<file path="config.mk">
export PLATFORM = sky130hd
export DESIGN_NAME = serial_adder8
export DESIGN_NICKNAME = d
export VERILOG_FILES = /design/src/rtl/serial_adder8.sv
export SDC_FILE = /design/constraint.sdc
export NUM_CORES = 1
export LEC_CHECK = 0
export CORE_MARGIN = 8
export CORE_UTILIZATION = 40
export CTS_CLUSTER_DIAMETER = 150
export DETAILED_ROUTE_END_ITERATION = 8
export PLACE_DENSITY = 0.69
export SLEW_MARGIN = 20
export SYNTH_ARGS = -nofsm -noshare
export SYNTH_HDL_FRONTEND = slang
export SYNTH_SLANG_ARGS = --single-unit
</file>
<file path="constraint.sdc">
create_clock -name clk -period 2 [get_ports clk]
set_clock_uncertainty 0.1 [all_clocks]
set_input_delay 0.4 -clock clk [delete_from_list [all_inputs] [get_ports clk]]
set_output_delay 0.4 -clock clk [all_outputs]
set_load 0.005 [all_outputs]
</file>
<file path="src/rtl/serial_adder8.sv">
// Bit-serial adder: one full-adder stage per clock, LSB first, with the carry held in a flop.
// Define SERIAL_ADDER_OVF_EN to add the signed-overflow output ovf.
//
// state | meaning
// IDLE  | waiting for start; operands captured on the accepted edge
// SHIFT | one sum bit per cycle, WIDTH cycles
// DONE  | one-cycle done pulse; sum/carry just updated
module serial_adder8 #(
  parameter int WIDTH = 8
) (
  input  logic             clk,
  input  logic             rst_n,
  input  logic             start,
  input  logic [WIDTH-1:0] in1,
  input  logic [WIDTH-1:0] in2,
  input  logic             cin,
  output logic             busy,
  output logic             done,
  output logic [WIDTH-1:0] sum,
  output logic             carry
`ifdef SERIAL_ADDER_OVF_EN
  ,
  output logic             ovf
`endif
);

  localparam int CW = (WIDTH > 2) ? $clog2(WIDTH) : 1;

  typedef enum logic [1:0] {IDLE, SHIFT, DONE} state_t;

  state_t           state, state_nxt;
  logic [WIDTH-1:0] a_sh, b_sh, sum_sh, sum_nxt;
  logic             c, c_nxt, sum_bit, last;
  logic [CW-1:0]    cnt;

  assign sum_bit = a_sh[0] ^ b_sh[0] ^ c;
  assign c_nxt   = (a_sh[0] & b_sh[0]) | (a_sh[0] & c) | (b_sh[0] & c);
  assign sum_nxt = (sum_sh >> 1) | (WIDTH'(sum_bit) << (WIDTH - 1));
  assign last    = (cnt == CW'(WIDTH - 1));

  always_ff @(posedge clk or negedge rst_n) begin
    if (!rst_n) state <= IDLE;
    else        state <= state_nxt;
  end

  always_comb begin
    state_nxt = state;
    case (state)
      IDLE:    if (start) state_nxt = SHIFT;
      SHIFT:   if (last)  state_nxt = DONE;
      DONE:    state_nxt = IDLE;
      default: state_nxt = IDLE;
    endcase
  end

  always_comb begin
    busy = (state == SHIFT);
    done = (state == DONE);
  end

  // Result registers load on the final SHIFT edge so they stay stable through the next operation.
  always_ff @(posedge clk or negedge rst_n) begin
    if (!rst_n) begin
      a_sh   <= '0;
      b_sh   <= '0;
      sum_sh <= '0;
      c      <= 1'b0;
      cnt    <= '0;
      sum    <= '0;
      carry  <= 1'b0;
`ifdef SERIAL_ADDER_OVF_EN
      ovf    <= 1'b0;
`endif
    end else if (state == IDLE && start) begin
      a_sh   <= in1;
      b_sh   <= in2;
      c      <= cin;
      cnt    <= '0;
      sum_sh <= '0;
    end else if (state == SHIFT) begin
      a_sh   <= a_sh >> 1;
      b_sh   <= b_sh >> 1;
      sum_sh <= sum_nxt;
      c      <= c_nxt;
      cnt    <= cnt + 1'b1;
      if (last) begin
        sum   <= sum_nxt;
        carry <= c_nxt;
`ifdef SERIAL_ADDER_OVF_EN
        // c is the carry into the MSB stage, c_nxt the carry out of it.
        ovf   <= c ^ c_nxt;
`endif
      end
    end
  end

endmodule
</file>
==> results.json <==
{
  "leakage_nw": 0.933,
  "yosys_warnings": 0,
  "stdcell_area_um2": 2130,
  "drive_gt1_frac": 0.185,
  "reg2reg_slack_ns": 0.47,
  "ir_worst_vdd_v": 0.000902,
  "drt_iter0_drc": 77,
  "path_max_fanout": 3,
  "critPathCaptureType": "output port",
  "num_antenna_cells": 0,
  "cts_tree": "yes",
  "critical_path.startpoint": "state[1]$_DFFE_PN0P_",
  "yosysMostFrequentCell": "dfrtp_1",
  "drv_slew": 0,
  "rr_startpoint": "cnt[0]$_DFFE_PN0P_",
  "drv_cap": 0,
  "wire_per_inst_um": 16.6,
  "clock_latency_ns": 0.29,
  "gp_congestion": 0.831,
  "finalSetupViolations": 0,
  "status": "complete, no violations",
  "ios": 31,
  "dp_slack_ns": 0.0754,
  "worst_pin_slew_ns": 0.477,
  "drcViolationCount": 0,
  "syn_inst": 132,
  "synth-async-reset-ratio": 1.00,
  "grt_pass1_wl_mm": 6.30,
  "ctsHoldBuffers": 0,
  "ant_nets": 0,
  "gr-total-overflow": 0,
  "track_usage": 0.124,
  "path_class": "reg -> out",
  "start_kind": "flip-flop",
  "initial_core_util": 0.416,
  "die_x_um": 80.5,
  "final.setup.tns_ns": 0,
  "synth_top_area_frac": 0.572,
  "ys_ff_latch": 38,
  "fin_util": 0.533,
  "path_clk_slew_ns": 0.07,
  "fin_crit_ns": 1.93,
  "grt_max_degree": 39,
  "power.density_nw_per_um2": 1540,
  "placed_area_um2": 2010,
  "clockBufferDepth": 2,
  "synth_common_cells": "38 x dfrtp_1, 24 x o22ai_1, 12 x a21oi_1",
  "layout_setup_ws_ns": 0.0714,
  "ys_types": 24,
  "portBuffers": 30,
  "finalHoldViolations": 0,
  "area_delta_synth_final_pct": 28.1,
  "avgViaCountPerCell": 5.64,
  "cts_sinks": 38,
  "htree_levels": 2,
  "worstReg2RegEnd": "sum[0]$_DFFE_PN0P_",
  "cp.required_ns": 1.50,
  "first_global_vias": 1262,
  "synth_area_um2": 1660,
  "hpwl_mm": 2.58,
  "synth-seq-area-share": 0.572,
  "synthesis.nets": 155,
  "core_um2": 4000,
  "vias": 1230,
  "wl_mm": 3.63,
  "die_y_um": 80.5,
  "nets": 190,
  "rsz0062_at_grt": "no",
  "cp-endpoint": "busy",
  "synth_top_cell_by_area": "dfrtp_1",
  "dr.pass1.iters": 4,
  "antenna_found_initial": 0,
  "syn_area_per_cell_um2": 12.6,
  "numCtsBuffers": 5,
  "r2r_cells": 4,
  "fmax_mhz": 519,
  "synth_area_leaders": "dfrtp_1 57%, o22ai_1 9.0%, mux2_4 8.1%",
  "maxSlewHeadroom": 0.682,
  "period_share": 0.964,
  "ys.flop_type": "dfrtp_1",
  "dieArea_um2": 6480,
  "synth_edf_count": 0,
  "num_rows": 23,
  "hp-class": "reg -> reg",
  "crit_arrival_ns": 1.43,
  "cts_root_buffer": "clkbuf_8"
}
what timing repair did:
action,in CTS,in global routing
gates resized for setup,2,0
buffers inserted,1,0
setup endpoints to repair,1,0
final cells by class:
type / instances / area, µm²
clock buffers: 5 / 68.8
clock inverters: 3 / 40.0
multi-input cells: 81 / 636
well taps: 50 / 62.6
repair buffers: 37 / 353
flip-flops and latches: 38 / 953
inverters: 4 / 17.5
fillers: 334 / 1870
power by group:
| group | switching [mW] | leakage (nW) | total, mW | internal (mW) |
|---|---|---|---|---|
| Clock | 0.264 | 0.0579 | 0.631 | 0.367 |
| Sequential | 0.265 | 0.462 | 1.39 | 1.12 |
| Combinational | 0.520 | 0.413 | 1.27 | 0.751 |
| Total | 1.05 | 0.933 | 3.29 | 2.24 |
logic make-up (layout without fill, tap and decap cells):
family	count (synthesis)	after routing	synth area share
flops	38	38	0.572
simple gates	14	14	0.0564
buf+inv	13	49	0.0459
fa+ha+maj	3	3	0.0271
mux	9	9	0.0813
compound gates	55	55	0.217
worst min-delay path by stage:
stage / slack [ns] / start / cells past startpoint / end
after floorplan: 0.004 / rst_n / 0 / a_sh[0]$_DFFE_PN0P_
after detailed placement: 0.39 / cnt[1]$_DFFE_PN0P_ / 1 / cnt[1]$_DFFE_PN0P_
after global placement: 0.39 / cnt[0]$_DFFE_PN0P_ / 1 / cnt[0]$_DFFE_PN0P_
final: 0.40 / cnt[0]$_DFFE_PN0P_ / 1 / cnt[0]$_DFFE_PN0P_
after CTS: 0.41 / cnt[0]$_DFFE_PN0P_ / 1 / cnt[0]$_DFFE_PN0P_
after global routing: 0.44 / cnt[1]$_DFFE_PN0P_ / 1 / cnt[1]$_DFFE_PN0P_
state kept, by name, indices dropped and copies added (netlist names):
name    cells
c           1
sum         8
sum_sh      7
b_sh        8
carry       1
cnt         3
a_sh        8
state       2
critical path, stage by stage, from the launching register on:
cell             delay (ns)
dfrtp_2                0.43
nand2b_4               0.16
inv_4                  0.05
clkdlybuf4s50_1        0.51
per-layer routing:
| metal | global-route usage | part of all wire | vias to the layer above |
|---|---|---|---|
| li1 | - | - | 567 |
| met1 | 0.153 | 0.42 | 612 |
| met2 | 0.193 | 0.49 | 44 |
| met3 | 0.0480 | 0.080 | 7 |
| met4 | 0.0436 | 0.014 | 0 |
| met5 | 0 | 0 | - |
cell usage in the layout (no fill, tap or decap):
master and n:
ha_1 2, nand2_1 3, buf_4 7, clkdlybuf4s50_1 30, bufinv_16 1, o221a_2 2
clkbuf_8 5, nor2b_1 1, inv_4 1, dfrtp_1 36, nand3b_1 2, a21oi_1 12
inv_1 3, a2bb2oi_1 2, mux2_4 9, fa_1 1, nand2b_1 2, o21ai_0 5
nand2_8 1, o21bai_1 1, clkinv_2 2, nor2_1 4, o22ai_1 24, nand2b_4 1
a22o_1 9, dfrtp_2 2
metrics by stage:
stage | total power, mW | std cells | hold slack [ns]
after floorplan | 2.22 | 132 | 0.00441
after global placement | 2.60 | 209 | 0.387
after detailed placement | 2.67 | 209 | 0.393
after CTS | 3.32 | 218 | 0.413
after global routing | 3.54 | 218 | 0.441
final | 3.29 | 218 | 0.401
Power figures use the tool's default switching activity.
